$ cat src/rtl/hazard_pkg.sv
// Shared types and helpers for the hazard/forwarding controller and its
// in-flight writer tracker.
package hazard_pkg;

    // Widest register address the tracker can hold; REG_AW must not exceed it.
    localparam int TRK_DST_W   = 8;
    localparam int SEL_REGFILE = 0;

    typedef struct packed {
        logic                 valid;
        logic                 regwrite;
        logic                 memtoreg;
        logic [TRK_DST_W-1:0] dst;
    } trk_entry_t;

    // True when a producer sitting at stage s (0=EX, m+1=WB) can feed EX.
    function automatic logic load_ready(input int s, input int m, input logic memtoreg);
        return (s >= m + 1) || (!memtoreg && (s >= 1));
    endfunction

endpackage

$ cat src/rtl/inflight_tracker.sv
// Shift register of in-flight writers, one entry per stage from EX to WB,
// with bubble insertion at EX entry and squash of the instruction leaving EX.
module inflight_tracker
    import hazard_pkg::*;
#(
    parameter int MEM_STAGES = 1
) (
    input  logic       clk,
    input  logic       reset,
    input  logic       advance,
    input  logic       squash_ex,
    input  trk_entry_t id_entry,
    output trk_entry_t entry_q [MEM_STAGES+2]
);
    localparam int DEPTH = MEM_STAGES + 2;

    trk_entry_t entry_d [DEPTH];

    always_comb begin
        entry_d[0] = advance ? id_entry : '0;
        entry_d[1] = entry_q[0];
        if (squash_ex) begin
            entry_d[1].valid = 1'b0;
        end
        for (int s = 2; s < DEPTH; s++) begin
            entry_d[s] = entry_q[s-1];
        end
    end

    // NOTE: these entries are individual flops rather than a RAM, so every one
    // is cleared on reset; state is updated with non-blocking assignments only.
    always_ff @(posedge clk or negedge reset) begin
        if (!reset) begin
            entry_q <= '{default: '0};
        end else begin
            entry_q <= entry_d;
        end
    end

endmodule

$ cat src/rtl/hazard_forward_unit.sv
// Hazard detection and EX forwarding controller for the pipelined MIPS core
// with a configurable number of memory stages between EX and WB.
module hazard_forward_unit
    import hazard_pkg::*;
#(
    parameter int MEM_STAGES = 1,
    parameter int REG_AW     = 5,
    parameter int CNT_W      = 16,
    parameter int SEL_W      = $clog2(MEM_STAGES + 2)
) (
    input  logic              clk,
    input  logic              reset,
    input  logic              id_valid,
    input  logic [REG_AW-1:0] id_rs,
    input  logic [REG_AW-1:0] id_rt,
    input  logic              id_uses_rs,
    input  logic              id_uses_rt,
    input  logic              id_regwrite,
    input  logic              id_memtoreg,
    input  logic [REG_AW-1:0] id_dst,
    input  logic              mem_branch_taken,
    output logic              stall,
    output logic              flush_if_id,
    output logic              flush_id_ex,
    output logic              flush_ex_mem,
    output logic [SEL_W-1:0]  fwd_a_sel,
    output logic [SEL_W-1:0]  fwd_b_sel,
    output logic [CNT_W-1:0]  stall_count,
    output logic [CNT_W-1:0]  flush_count
);
    localparam int DEPTH = MEM_STAGES + 2;

    trk_entry_t       trk_q [DEPTH];
    trk_entry_t       id_entry;
    logic             advance;
    logic             a_hit, b_hit, a_block, b_block;
    logic [SEL_W-1:0] a_sel, b_sel;
    logic [SEL_W-1:0] fwd_a_sel_d, fwd_a_sel_q, fwd_b_sel_d, fwd_b_sel_q;
    logic [CNT_W-1:0] stall_count_d, stall_count_q, flush_count_d, flush_count_q;

    inflight_tracker #(.MEM_STAGES(MEM_STAGES)) u_tracker (
        .clk      (clk),
        .reset    (reset),
        .advance  (advance),
        .squash_ex(mem_branch_taken),
        .id_entry (id_entry),
        .entry_q  (trk_q)
    );

    // WB producers reach ID through the write-through register file, so the
    // search covers EX..MEMn only; scanning oldest first lets the youngest win.
    always_comb begin
        // NOTE: every output of this block gets a default first so no latch is inferred.
        a_hit   = 1'b0;
        b_hit   = 1'b0;
        a_block = 1'b0;
        b_block = 1'b0;
        a_sel   = SEL_W'(SEL_REGFILE);
        b_sel   = SEL_W'(SEL_REGFILE);
        for (int s = MEM_STAGES; s >= 0; s--) begin
            if (trk_q[s].valid && trk_q[s].regwrite && (trk_q[s].dst != '0)) begin
                if (trk_q[s].dst == TRK_DST_W'(id_rs)) begin
                    a_hit   = 1'b1;
                    a_sel   = SEL_W'(s + 1);
                    a_block = !load_ready(s + 1, MEM_STAGES, trk_q[s].memtoreg);
                end
                if (trk_q[s].dst == TRK_DST_W'(id_rt)) begin
                    b_hit   = 1'b1;
                    b_sel   = SEL_W'(s + 1);
                    b_block = !load_ready(s + 1, MEM_STAGES, trk_q[s].memtoreg);
                end
            end
        end
    end

    // A taken branch squashes the ID instruction, so it overrides any stall.
    assign stall        = id_valid && !mem_branch_taken &&
                          ((id_uses_rs && a_block) || (id_uses_rt && b_block));
    assign flush_if_id  = mem_branch_taken;
    assign flush_id_ex  = mem_branch_taken;
    assign flush_ex_mem = mem_branch_taken;

    always_comb begin
        advance  = !stall && !mem_branch_taken;
        id_entry = '{valid:    id_valid,
                     regwrite: id_regwrite,
                     memtoreg: id_memtoreg,
                     dst:      TRK_DST_W'(id_dst)};

        fwd_a_sel_d = (advance && id_valid && id_uses_rs && a_hit) ? a_sel : SEL_W'(SEL_REGFILE);
        fwd_b_sel_d = (advance && id_valid && id_uses_rt && b_hit) ? b_sel : SEL_W'(SEL_REGFILE);

        stall_count_d = stall_count_q;
        if (stall && (stall_count_q != '1)) begin
            stall_count_d = stall_count_q + CNT_W'(1);
        end
        flush_count_d = flush_count_q;
        if (mem_branch_taken && (flush_count_q != '1)) begin
            flush_count_d = flush_count_q + CNT_W'(1);
        end
    end

    always_ff @(posedge clk or negedge reset) begin
        if (!reset) begin
            fwd_a_sel_q   <= '0;
            fwd_b_sel_q   <= '0;
            stall_count_q <= '0;
            flush_count_q <= '0;
        end else begin
            fwd_a_sel_q   <= fwd_a_sel_d;
            fwd_b_sel_q   <= fwd_b_sel_d;
            stall_count_q <= stall_count_d;
            flush_count_q <= flush_count_d;
        end
    end

    assign fwd_a_sel   = fwd_a_sel_q;
    assign fwd_b_sel   = fwd_b_sel_q;
    assign stall_count = stall_count_q;
    assign flush_count = flush_count_q;

endmodule
$ cat config.mk
export PLATFORM = sky130hd
export DESIGN_NAME = hazard_forward_unit
export DESIGN_NICKNAME = d
export VERILOG_FILES = /design/src/rtl/hazard_pkg.sv /design/src/rtl/inflight_tracker.sv /design/src/rtl/hazard_forward_unit.sv
export SDC_FILE = /design/constraint.sdc
export NUM_CORES = 1
export LEC_CHECK = 0
export CAP_MARGIN = 20
export CORE_ASPECT_RATIO = 0.6
export CORE_MARGIN = 4
export CORE_UTILIZATION = 40
export CTS_CLUSTER_SIZE = 12
export DETAILED_ROUTE_END_ITERATION = 6
export GPL_ROUTABILITY_DRIVEN = 0
export PLACE_DENSITY_LB_ADDON = 0.2
export SKIP_LAST_GASP = 1
export SYNTH_ARGS = -nofsm -noshare
export SYNTH_HDL_FRONTEND = slang
export SYNTH_SLANG_ARGS = --single-unit
$ cat constraint.sdc
create_clock -name clk -period 3.13 [get_ports clk]
set_input_delay 0.939 -clock clk [delete_from_list [all_inputs] [get_ports clk]]
set_output_delay 0.939 -clock clk [all_outputs]
set_load 0.005 [all_outputs]
==> impl_results.md <==
- Drt wl/cell: 14.6 um
- # IOs: 63
- Post-Syn Area per Cell: 10.9 sq um
- DR vias/cell: 4.92
- Vias post-DR: 1965
- Max Freq: 324 MHz
- PD cells: 429 nW/um^2
- Final Hold Slack: 0.391 ns
- CP Class: input pin to output pin
- Iter 0 DRT Violations: 95
- Tot Pwr: 1.48 mW
- # setup viols final: 0
- Initial Utilization: 42.6%
- Fillers: 528
- Worst-path clk slew: 0.09 ns
- Area of the core: 5730 sq um
- Setup TNS: 0 ns
- DP HPWL: 4230 um
- Largest net degree at the start of global routing: 52
- Worst Skew: 0.00777 ns
- Worst VDD drop: 293 uV
- Hold Fails Final Rpt: 0
- Post-route cell area: 3450 sq um
- Share of cells above drive strength 1: 17.2%
- Buffers on Ports: 62
- Clk buf depth: 2
- Pre-CTS WS: -0.603 ns
- Vert. Die Dim: 68.5 um
- Initial antenna violation count: 0
- Status: complete, no violations
- Final core utilization: 60.2%
- Grt total ovfl: 0
- Clock root cell: clkbuf_8
- CTS buffer count: 5
- Syn Nets: 248
- Post-DP Area: 3240 sq um
- Placed cells: 376
- Die Width: 109 um
- TritonCTS clock tree: built
- Post-Syn Instances: 223
- First-pass GRT wire length: 9590 um
- Final setup margin: 0.0479 ns
- FF+latch area: 1280 sq um
- Worst setup EP type: output pin
- DRT Pass-1 Iters: 4
- CP Max Fanout: 2
- Minimum clock period: 3.08 ns
- Multi-input gate area: 1130 sq um
- Routed wire length: 5840 um
- # hold bufs at CTS: 0
- Mapped Area: 2440 sq um
- Startpoint types: input pin
- Worst-Skew Late Latency: 0.30 ns
- Fin. max-slew vios: 0
- Total Routing Usage GR: 16.7%
- Die area: 7460 sq um
- Arrival @ worst endpoint: 2.14 ns
- Vias in the first global route: 1948
- Final Net Count: 343
- Maxcap violations: 0
- N_diodes: 0
- Rel. slew slack: 57.3%
- Most frequent cells in the layout: dfrtp_1 (51), clkdlybuf4s50_1 (50), buf_4 (30)
- Leakage: 1.56 nW
- DRC Markers: 0
- Worst-Margin Slew: 0.641 ns
- Fin cells: 399
- Row cnt: 21
- Worst hold-check path type: flop to flop
- # H-tree levels: 2
- Post-route ant nets: 0
- Post-synthesis cell type count: 35
- Share of the yosys chip area belonging to registers: 52.3%
- Synth Register Bits: 51
- Ys Warns: 0
- Fin crit share: 98.5%
- Clock sink count: 51
- Leading cell type in the layout, fill and taps excluded: dfrtp_1
- Area grow syn2layout: 41.2%
- Critical Path RT: 2.19 ns
[sequential cells by signal, summed over array words and instances, names as in the netlist]
register,cells
flush_count,16
fwd_a_sel,2
fwd_b_sel,2
stall_count,16
u_tracker.entry_q,15
[final cells by class]
| cell class | instances | area share (%) |
|---|---|---|
| Clock inverter | 1 | 0.218 |
| Sequential cell | 51 | 37.0 |
| Multi-Input combinational cell | 166 | 32.8 |
| Timing Repair Buffer | 92 | 24.0 |
| Inverter | 2 | 0.218 |
| Tap cell | 80 | 2.90 |
| Clock buffer | 7 | 2.79 |
[critical path, cell delays in order]
cell and delay [ns]:
dlygate4sd2_1 0.25, xor2_1 0.15, nor4_2 0.32, nand4_2 0.19, a21oi_4 0.16, buf_2 0.13
[repair_timing]
item	in CTS	in global routing
setup buffers	13	2
gates resized for setup	13	9
pin swaps	7	6
endpoints found under the setup margin	1	1
[cell usage after synthesis (all sizes together)]
library cell / count / area [sq um]
dfrtp: 51 / 1280
xor2: 24 / 210
xnor2: 23 / 201
nand2: 21 / 81.3
nand3: 16 / 80.1
nor2: 16 / 60.1
nand4: 15 / 106
and2: 9 / 56.3
nor3: 7 / 35.0
and3: 6 / 38.8
nor4: 6 / 56.3
mux2: 5 / 60.1
buf: 4 / 27.5
nand2b: 4 / 25.0
ha: 2 / 25.0
inv: 2 / 7.51
o21ai: 2 / 10.0
a211oi: 1 / 12.5
a21o: 1 / 7.51
a21oi: 1 / 16.3
a31oi: 1 / 6.26
nand3b: 1 / 7.51
nor2b: 1 / 6.26
o211ai: 1 / 7.51
or2: 1 / 6.26
or3: 1 / 6.26
or4: 1 / 7.51
[final timing paths]
check	start	depth (start not counted)	to	slack, ns
worst max-delay path	id_rt[0]	6	stall	0.05
max in group asynchronous	reset	2	flush_count[10]	1.96
min in group asynchronous	reset	2	u_tracker.entry_q[23]	0.73
worst max register to register	u_tracker.entry_q[26]	7	stall_count[1]	0.88
worst min-delay path	u_tracker.entry_q[31]	0	u_tracker.entry_q[20]	0.39
worst min register to register	u_tracker.entry_q[31]	0	u_tracker.entry_q[20]	0.39
[power breakdown]
part / switching (mW) / total [mW] / internal (mW)
clock: 0.214 / 0.416 / 0.201
sequential: 0.0786 / 0.790 / 0.711
combinational: 0.105 / 0.274 / 0.169
[metal layers]
layer	wire (um)	track usage [%]	part of all wire (%)
met3	398	4.84	6.8
met2	2490	24.3	43
met5	0	0	0
met1	2940	24.7	50
met4	19	3.78	0.33
[logic make-up after synthesis]
| group | count (synthesis) | share of synthesized area [%] |
|---|---|---|
| and+or+nand+nor | 105 | 23.5 |
| DFF | 51 | 52.3 |
| xor gates and xnor gates | 47 | 16.9 |
| AOI/OAI and AO/OA | 7 | 2.46 |
| buffers and inverters | 6 | 1.44 |
| muxes | 5 | 2.46 |
| adders and majority gates | 2 | 1.02 |
(Power assumes the default switching activity.)
